==> src/rtl/kamus_div_ctrl.sv <==
// Radix-2 restoring divide sequencer for RV32M DIV/DIVU/REM/REMU in the EX stage.
// Define KAMUS_DIV_FLUSH_EN to add the flush_i pipeline-kill input.
//
// state | meaning
// IDLE  | waiting for start_i, ready_o high
// CALC  | one restoring step per cycle, WIDTH steps
// DONE  | result_o valid, done_o pulse for one cycle
module kamus_div_ctrl #(
    parameter int WIDTH = 32
) (
    input  logic             clk_i,
    input  logic             rst_i,
`ifdef KAMUS_DIV_FLUSH_EN
    input  logic             flush_i,
`endif
    input  logic             start_i,
    input  logic [1:0]       op_i,
    input  logic [WIDTH-1:0] dividend_i,
    input  logic [WIDTH-1:0] divisor_i,
    output logic             ready_o,
    output logic             busy_o,
    output logic             done_o,
    output logic [WIDTH-1:0] result_o
);

    localparam int CW = $clog2(WIDTH);
    localparam logic [CW-1:0]    LAST_STEP = CW'(WIDTH - 1);
    localparam logic [WIDTH-1:0] INT_MIN   = {1'b1, {(WIDTH-1){1'b0}}};

    typedef enum logic [1:0] {
        S_IDLE,
        S_CALC,
        S_DONE
    } state_t;

    state_t r_state, w_state_nxt;

    logic             r_is_rem;
    logic             r_q_neg;
    logic             r_r_neg;
    logic [CW-1:0]    r_cnt;
    logic [WIDTH-1:0] r_q;
    logic [WIDTH-1:0] r_rem;
    logic [WIDTH-1:0] r_div;
    logic [WIDTH-1:0] r_result;

    logic             w_flush;
    logic             w_accept;
    logic             w_signed;
    logic             w_div_zero;
    logic             w_ovf;
    logic             w_special;
    logic [WIDTH-1:0] w_special_res;
    logic [WIDTH-1:0] w_a_abs;
    logic [WIDTH-1:0] w_b_abs;
    logic [WIDTH:0]   w_rem_sh;
    logic             w_ge;
    logic [WIDTH-1:0] w_rem_nxt;
    logic [WIDTH-1:0] w_q_nxt;
    logic [WIDTH-1:0] w_calc_res;

`ifdef KAMUS_DIV_FLUSH_EN
    assign w_flush = flush_i;
`else
    assign w_flush = 1'b0;
`endif

    // op_i[0]=0 selects the signed variants, op_i[1]=1 selects remainder
    assign w_signed   = ~op_i[0];
    assign w_div_zero = (divisor_i == '0);
    assign w_ovf      = w_signed && (dividend_i == INT_MIN) && (divisor_i == '1);
    assign w_special  = w_div_zero || w_ovf;

    always_comb begin
        w_special_res = '0;
        if (w_div_zero)
            w_special_res = op_i[1] ? dividend_i : '1;
        else
            w_special_res = op_i[1] ? '0 : INT_MIN;
    end

    assign w_a_abs = (w_signed && dividend_i[WIDTH-1]) ? -dividend_i : dividend_i;
    assign w_b_abs = (w_signed && divisor_i[WIDTH-1])  ? -divisor_i  : divisor_i;

    // Shifted remainder keeps its carry bit so divisors with the MSB set compare correctly
    assign w_rem_sh   = {r_rem, r_q[WIDTH-1]};
    assign w_ge       = (w_rem_sh >= {1'b0, r_div});
    assign w_rem_nxt  = w_ge ? (w_rem_sh[WIDTH-1:0] - r_div) : w_rem_sh[WIDTH-1:0];
    assign w_q_nxt    = {r_q[WIDTH-2:0], w_ge};
    assign w_calc_res = r_is_rem ? (r_r_neg ? -w_rem_nxt : w_rem_nxt)
                                 : (r_q_neg ? -w_q_nxt   : w_q_nxt);

    always_ff @(posedge clk_i) begin
        if (rst_i)
            r_state <= S_IDLE;
        else
            r_state <= w_state_nxt;
    end

    always_comb begin
        w_state_nxt = r_state;
        w_accept    = 1'b0;
        case (r_state)
            S_IDLE: begin
                if (start_i) begin
                    w_accept    = 1'b1;
                    w_state_nxt = w_special ? S_DONE : S_CALC;
                end
            end
            S_CALC:  if (r_cnt == LAST_STEP) w_state_nxt = S_DONE;
            S_DONE:  w_state_nxt = S_IDLE;
            default: w_state_nxt = S_IDLE;
        endcase
        if (w_flush && (r_state != S_IDLE))
            w_state_nxt = S_IDLE;
    end

    always_ff @(posedge clk_i) begin
        if (rst_i) begin
            r_is_rem <= 1'b0;
            r_q_neg  <= 1'b0;
            r_r_neg  <= 1'b0;
            r_cnt    <= '0;
            r_q      <= '0;
            r_rem    <= '0;
            r_div    <= '0;
            r_result <= '0;
        end else if (w_accept) begin
            r_is_rem <= op_i[1];
            r_q_neg  <= w_signed && (dividend_i[WIDTH-1] ^ divisor_i[WIDTH-1]);
            r_r_neg  <= w_signed && dividend_i[WIDTH-1];
            r_cnt    <= '0;
            r_q      <= w_a_abs;
            r_rem    <= '0;
            r_div    <= w_b_abs;
            if (w_special)
                r_result <= w_special_res;
        end else if ((r_state == S_CALC) && !w_flush) begin
            r_q   <= w_q_nxt;
            r_rem <= w_rem_nxt;
            r_cnt <= r_cnt + CW'(1);
            if (r_cnt == LAST_STEP)
                r_result <= w_calc_res;
        end
    end

    assign busy_o   = (r_state != S_IDLE);
    assign ready_o  = ~busy_o;
    assign done_o   = (r_state == S_DONE) && !w_flush;
    assign result_o = r_result;

endmodule

==> config.mk <==
export PLATFORM = sky130hd
export DESIGN_NAME = kamus_div_ctrl
export DESIGN_NICKNAME = d
export VERILOG_FILES = /design/src/rtl/kamus_div_ctrl.sv
export SDC_FILE = /design/constraint.sdc
export NUM_CORES = 1
export LEC_CHECK = 0
export ABC_AREA = 1
export CAP_MARGIN = 20
export CORE_MARGIN = 5
export CORE_UTILIZATION = 31
export CTS_BUF_LIST = sky130_fd_sc_hd__clkbuf_4 sky130_fd_sc_hd__clkbuf_8 sky130_fd_sc_hd__clkbuf_16
export DETAILED_ROUTE_END_ITERATION = 8
export PLACE_DENSITY = 0.6
export SLEW_MARGIN = 20
export SYNTH_ARGS = -nofsm -noshare
export SYNTH_HDL_FRONTEND = slang
export SYNTH_SLANG_ARGS = --single-unit
==> constraint.sdc <==
create_clock -name clk_i -period 8.9 [get_ports clk_i]
set_input_delay 1.78 -clock clk_i [delete_from_list [all_inputs] [get_ports clk_i]]
set_output_delay 1.78 -clock clk_i [all_outputs]
set_load 0.02 [all_outputs]
-- Word-level counts from Yosys, hierarchy flattened
Cells that the tools add are included.
Widths: inputs -> output; s select.
- register bits after elaboration: 138
- input bits: 69
- logic and storage cells: 62
- add/subtract/negate cells: 6
- $lt $le $gt $ge: 1
- equal/unequal tests: 8
- muxes and demuxes: 21
- bitwise operators: 3
- reductions and logical operators: 14
- operators by type and width (cell ; number):
    $mux 32 ; 15
    $neg 32->32 ; 4
    $eq 32x32->1 const B ; 2
    $ge 33x32->1 ; 1
    $logic_not 32->1 ; 1
    $sub 32x32->32 ; 1
    $mux 2 ; 3
    $reduce_bool 2->1 ; 3
    $add 5x1->5 const B ; 1
    $eq 5x5->1 const B ; 1
    $logic_and 1x1->1 ; 5
    $ne 2x2->1 const B ; 2
    $pmux 2 s2 ; 1
    $reduce_and 3->1 ; 1
    $eq 2x1->1 const B ; 1
    $eq 2x2->1 const B ; 1
    $logic_not 2->1 ; 1
    $mux 1 ; 2
    $ne 2x1->1 const B ; 1
    $not 1->1 ; 2
    $reduce_and 2->1 ; 1
    $reduce_or 2->1 ; 1
    $logic_or 1x1->1 ; 1
    $xor 1x1->1 ; 1

-- Longest topological paths before layout
Gate-level depths: netlist of the first run.
- word-level depth: 8
- gate-level depth with buffers: 32

-- Least setup slack after synthesis of the first run
OpenSTA, ideal clock, no wires.
- path type: input to register
- start point: input port dividend_i[1]
- end point: register r_result[29] (netlist: result_o[29])
- arrival time: 3.867 ns
- slack: 4.967 ns
- cell stages on the path: 17
- buffers on the path: 1
- cell sequence: inv_1 > ha_1 > inv_1 > nor3_1 > nand3_1 > nor3_1 > nand3_1 > nor2_1 > nand2_1 > nor2_2 > nand4_1 > nand3_1 > nand3_2 > inv_2 > clkbuf_1 > o21ai_0 > a21oi_2
- cells in the longest elaborated chain, start to end: 6
- ends and longest elaborated chain (element ; RTL line ; text):
    start, declared ; 18 ; input logic [WIDTH-1:0] dividend_i,
    $eq 32x32->1 ; 71 ; assign w_ovf = w_signed && (dividend_i == INT_MIN) && (divisor_i == '1);
    $logic_and 1x1->1 (2 in a row) ; 71 ;
    $logic_or 1x1->1 ; 72 ; assign w_special = w_div_zero || w_ovf;
    $ne 2x1->1 (no line) ; - ;
    $reduce_and 3->1 (no line) ; - ;
    end signal, assigned ; 137 ; r_result <= w_special_res;
    end signal, assigned ; 143 ; r_result <= w_calc_res;
    end, declared ; 45 ; logic [WIDTH-1:0] r_result;
No other way between the ends.
A chain may end at the register's enable or synchronous reset.

-- Worst setup path in the final report of the first run
- start point: input port dividend_i[24]
- end point: register r_result[31] (netlist: result_o[31])
Same word-level chain as after synthesis.

==> key figures, run 1 <==
Yosys
  – Ys Warns: 0
  – Most used DFF post-synth: dfxtp_1
  – Seq/Total Area, Yosys: 22.5%
  – Synthesized flop and latch total: 138
  – Top post-synthesis cells by area: dfxtp_1 23%, nand2_1 18%, inv_1 9.6%
  – EDFF count, synth: 0
  – Syn avg cell area: 5.70 um2
  – Area fraction of the dominant cell type after synthesis: 22.5%
  – Instance count of the mapped netlist: 2152
  – Yosys top cell by area: dfxtp_1
  – Netlist cell types: 51
  – Synth async-reset ratio: 0%
  – Syn Nets: 2261
  – Post-synth design cell area: 12300 um2

Clock tree
  – Max Buffers Root-to-Sink: 2
  – CTS root buf: clkbuf_16
  – CTS resizes: 0
  – Clock slew at reported path FFs: 0.06 ns
  – Number of H-tree levels: 4
  – CTS tree: built
  – Clk_lat worst skew: 0.44 ns
  – Postcts setup bufs: 0
  – Sinks on the clock net: 138
  – CTS Hold Bufs: 0
  – CTS Buf Count: 17

Critical path
  – Kind of critical path: in2reg
  – Req. time, crit path: 9.26 ns
  – Startpoint types: input pin
  – Crit end category: flop
  – Flop2flop setup slack: 3.28 ns
  – CP Max Fanout: 33
  – Crit path DAT: 6.20 ns

Finish
  – Finished Layout Cells: 2745
  – Reg area: 2760 um2
  – Area occupied by multi-input gates: 7930 um2
  – Commonest non-fill, non-tap cell in the layout: nand2_1
  – Final net count: 2316
  – N_diodes: 0
  – Area Growth Syn to Fin: 16.6%
  – Most frequent cells in the layout: 578 x nand2_1, 314 x inv_1, 200 x nor2_1, 177 x a21oi_1, 174 x o21ai_0
  – # fillers: 4432
  – Final core utilization: 36.3%
  – Layout cells sized above 1: 5.59%

Floorplanning
  – Io pins: 104
  – Initial core utilization: 31.1%
  – Die area: 43700 um2
  – DIE HEIGHT: 209 um
  – Row cnt: 73
  – Core area: 39500 um2
  – Die Span X: 209 um

STA
  – Final Hold Fails: 0
  – Final worst path period share: 65.6%
  – Relative slew margins: 36.6%
  – Setup_tns: 0 ns
  – Fin. max-slew vios: 0
  – Setup ws final: 3.06 ns
  – Peak Freq: 171 MHz
  – Worst Tran Pin Value: 0.950 ns
  – Clock skew: 0.0130 ns
  – Min Clock Period, post-route: 5.84 ns
  – RSZ-0062 raised after global routing: no
  – # setup viols final: 0

Global routing
  – Largest net degree at the start of global routing: 83
  – GR Util All Layers: 20.0%
  – Vias in the first global route: 13000
  – First-pass GRT wire length: 71400 um
  – Grt ovf: 0
  – Initial antenna violation count: 0

Placement
  – Pre-CTS WS: 2.70 ns
  – Placer Congestion: 0.996
  – Post-DP HPWL: 34300 um
  – Placed Instances: 2713
  – PortBufs: 103

Pwr
  – P_leak: 0.00683 uW
  – Pwr Density: 212 nW/um2
  – Tot Pwr: 3040 uW
  – Peak VDD IR: 0.134 mV

Outcome
  – Status: complete, no violations

Route
  – DR WL/cell: 16.4 um
  – Vias per Instance: 5.08
  – Remaining DRCs: 0
  – Number of DRC markers in iteration 0: 1265
  – Final wirelength: 44900 um
  – Via count: 13900
  – Final ANT Viol Nets: 0
  – Pre-Repair DR Iteration Count: 6

Job
  – Max-Cap Viols: 0

Min path
  – Min-Delay Path Class: reg2reg
==> logic make-up (layout without fill, tap and decap cells) <==
| logic type | after synthesis | count (layout) | share of synthesized area, % |
|---|---|---|---|
| AOI/OAI and AO/OA | 431 | 431 | 18.7 |
| xor gates and xnor gates | 61 | 61 | 4.35 |
| adders and majority gates | 40 | 40 | 4.14 |
| buffers and inverters | 411 | 479 | 13.0 |
| DFF | 138 | 138 | 22.5 |
| and+or+nand+nor | 1071 | 1071 | 37.2 |
==> registers in the layout, indices dropped and copies added (netlist names) <==
signal    cells
r_is_rem      1
r_state       2
r_q          32
r_div        32
r_rem        32
result_o     32
r_cnt         5
r_q_neg       1
r_r_neg       1
==> final timing paths <==
check / start / endpoint / cells past startpoint
worst min-delay path: r_cnt[4] / r_cnt[4] / 2
worst min register to register: r_cnt[4] / r_cnt[4] / 2
worst max register to register: r_div[26] / result_o[28] / 28
worst max-delay path: dividend_i[24] / result_o[31] / 13
==> metrics by stage <==
stage | hold slack (ns) | instance area, um2
2_1_floorplan | 0.432 | 12300
3_3_place_gp | 0.453 | 13700
3_5_place_dp | 0.465 | 13700
4_1_cts | 0.475 | 14300
5_1_grt | 0.489 | 14300
6_report | 0.474 | 14300
==> synth_stat cells, types with 3 or more instances <==
cell      count
nor2_1      202
buf_2         7
nor2_2       16
ha_1         39
nor2_4        3
o21ai_2       3
o211ai_1      4
dfxtp_1     138
clkinv_1      5
o21ai_1      13
buf_6         4
nand4_1      31
nor3_1       49
inv_1       314
o31ai_1       4
nor3_2        3
xor2_1       54
a21oi_1     177
xnor2_1       7
nand2_1     581
o21a_1        4
inv_2         9
and2_1        3
o21ai_0     174
o22ai_1      24
and3_1        5
o32ai_1       4
a31oi_1      10
nand3_2       4
a21oi_2       4
clkbuf_1     63
or2_2         3
buf_1         7
nand3_1     139
nor4_1        5
nand2_2      21
==> report_power, final <==
group / switching, uW / total (uW) / internal, uW
clock network: 320 / 738 / 418
logic: 1110 / 1580 / 477
registers: 43.5 / 717 / 674
total: 1470 / 3040 / 1570
==> area by class of cell <==
| type | count | share of cell area (%) |
|---|---|---|
| well taps | 525 | 4.59 |
| flip-flops and latches | 138 | 19.3 |
| inverters | 329 | 8.64 |
| clock inverters | 15 | 1.16 |
| clock buffers | 17 | 2.97 |
| repair buffers | 118 | 7.99 |
| multi-input cells | 1603 | 55.4 |
==> worst max-delay path, stage by stage <==
cell and delay, ns:
clkdlybuf4s50_1 0.51, nor2_1 0.19, inv_1 0.07, nor3_1 0.44, nand4_1 0.35, nor4_1 0.78
nand4_1 0.18, nand3_1 0.14, nand3_2 0.62, inv_2 0.77, o21a_1 0.21, nand2_1 0.05
a21oi_1 0.11
==> metal layers <==
metal  GRT usage, %  up-vias  wire length (um)  part of all wire (%)
li1               -     7030                 -                     -
met1           27.3     6461             20800                    46
met2           33.2      393             21100                    47
met3           2.06       54              1880                   4.2
met4           6.59        0              1150                   2.6
met5              0        -                 0                     0
No activity file was read; power rests on OpenSTA's default activity.
==> run 2: changes to the inputs <==
PLACE_DENSITY = 0.62   (was 0.6)
clock period = 5 ns   (was 8.9 ns; I/O delays follow)
==> key figures, run 2 (synthesis results as in run 1) <==
Outcome
  – Status: complete, no violations

STA
  – # setup viols final: 0
  – Clock skew: 0.00981 ns
  – Worst Tran Pin Value: 0.940 ns
  – Final worst path period share: 84.9%
  – Setup_tns: 0 ns
  – Min Clock Period, post-route: 4.24 ns
  – Fin. max-slew vios: 0
  – Relative slew margins: 37.2%
  – Peak Freq: 236 MHz
  – Fin Hold WS: 0.481 ns
  – Final Hold Fails: 0
  – RSZ-0062 raised after global routing: no

Pwr
  – P_leak: 0.00690 uW
  – Pwr Density: 380 nW/um2
  – Peak VDD IR: 0.222 mV
  – P_sw: 2630 uW
  – Power share of the sequential group: 23.3%
  – Sw Ratio: 48.0%
  – Comb pwr share: 52.6%
  – Pint: 2850 uW
  – Clock network power share: 24.1%

Global routing
  – Vias in the first global route: 13200
  – Initial antenna violation count: 0
  – Largest net degree at the start of global routing: 81
  – Grt ovf: 0
  – GR Util All Layers: 20.7%
  – First-pass GRT wire length: 73000 um

Finish
  – Layout cells sized above 1: 6.14%
  – Commonest non-fill, non-tap cell in the layout: nand2_1
  – Finished Layout Cells: 2757
  – Most frequent cells in the layout: 578 x nand2_1, 314 x inv_1, 200 x nor2_1, 177 x a21oi_1, 174 x o21ai_0
  – Final net count: 2328
  – N_diodes: 0
  – # fillers: 4388
  – Area Growth Syn to Fin: 17.3%
  – Final instance area: 14400 um2

Floorplanning
  – DIE HEIGHT: 209 um
  – Io pins: 104
  – Die Span X: 209 um
  – Row cnt: 73
  – Core area: 39500 um2
  – Die area: 43700 um2
  – Initial core utilization: 31.1%

Critical path
  – Crit path DAT: 4.61 ns
  – Worst-path cell chain: clkdlybuf4s50_1, inv_1, ha_1, inv_1, nor3_1, nand3_1, nor3_1, nand3_1, nor2_1, nand2_1, nor2_2, nand4_1, nand3_1, nand3_2, inv_2, buf_4, o21ai_0, a21oi_1
  – Critical register-to-register path endpoint: result_o[28]
  – Slowest cell on crit path: clkdlybuf4s50_1
  – Reg2reg start: r_div[22]
  – Worst path most repeated cell: nand3_1
  – Kind of critical path: in2reg
  – CP Max Fanout: 28
  – Req. time, crit path: 5.36 ns
  – Top delay family on crit path: simple AND/OR/NAND/NOR gates
  – Crit end category: flop
  – Flop2flop setup slack: 0.78 ns
  – Cell count along the critical path: 18
  – Crit path buf inv count: 5
  – CP peak stage delay: 0.46 ns
  – Startpoint types: input pin
  – R2R depth: 26

Clock tree
  – CTS root buf: clkbuf_16
  – Max Buffers Root-to-Sink: 2
  – Clock slew at reported path FFs: 0.06 ns
  – CTS Buf Count: 17
  – CTS Hold Bufs: 0
  – Sinks on the clock net: 138
  – Postcts setup bufs: 0
  – CTS tree: built
  – Number of H-tree levels: 4
  – CTS resizes: 0
  – Clk_lat worst skew: 0.44 ns

Placement
  – Post-DP Area: 13800 um2
  – Placer Congestion: 0.944
  – PortBufs: 103
  – Placed Instances: 2725
  – Post-DP HPWL: 35500 um

Route
  – Remaining DRCs: 0
  – Via count: 14100
  – DR WL/cell: 16.9 um
  – Final wirelength: 46600 um
  – Pre-Repair DR Iteration Count: 6
  – Vias per Instance: 5.10
  – Final ANT Viol Nets: 0
  – Number of DRC markers in iteration 0: 1175

Min path
  – Min-Delay Path Class: reg2reg
  – Min-delay src: r_cnt[4]
  – Min-Delay Endpoint: r_cnt[4]
  – Min-Delay Path Depth: 2

Job
  – Max-Cap Viols: 0
## run 2: metrics by stage
stage	total power, uW	utilization, %	setup WS (ns)
2_1_floorplan	3300	-	1.30
3_3_place_gp	4130	35.0	0.436
3_5_place_dp	4130	35.0	0.361
4_1_cts	5460	36.5	0.805
6_report	5470	36.5	0.757
5_1_grt	5880	36.5	0.251
## run 2: cell type report
type,count,area [um2],share of cell area (%)
clock buffer,22,475,3.30
clock inverter,10,118,0.816
inverter,329,1240,8.59
multi-input combinational,1603,7930,55.0
sequential,138,2760,19.2
tap,525,657,4.56
timing repair buffer,130,1230,8.53
## run 2: power groups by stage
stage	registers (uW)	clock network, uW	logic [uW]
6_report	1280	1320	2880
5_1_grt	1290	1380	3210
4_1_cts	1270	1330	2850
3_5_place_dp	1300	0	2840
3_3_place_gp	1300	0	2830
2_1_floorplan	1300	0	2000
## run 2: worst max-delay path by stage
stage,startpoint,end,slack (ns)
CTS,dividend_i[0],result_o[18],0.81
floorplan,r_div[26],result_o[28],1.30
global placement,dividend_i[0],result_o[21],0.44
finish,dividend_i[1],result_o[18],0.76
global route,r_div[26],result_o[28],0.25
detailed placement,dividend_i[0],result_o[18],0.36
## run 2: metal layers
layer  vias to the layer above  part of all wire, %  global-route usage, %
met3                        81                  6.2                   2.70
met4                         0                  3.3                   7.52
met5                         -                    0                      0
li1                       7044                    -                      -
met2                       470                   46                   33.8
met1                      6476                   45                   28.0
## run 2: tightest hold or removal path, cell delays in order (launching register included)
cell     delay, ns
dfxtp_1       0.31
nand2_1       0.06
a21oi_1       0.06
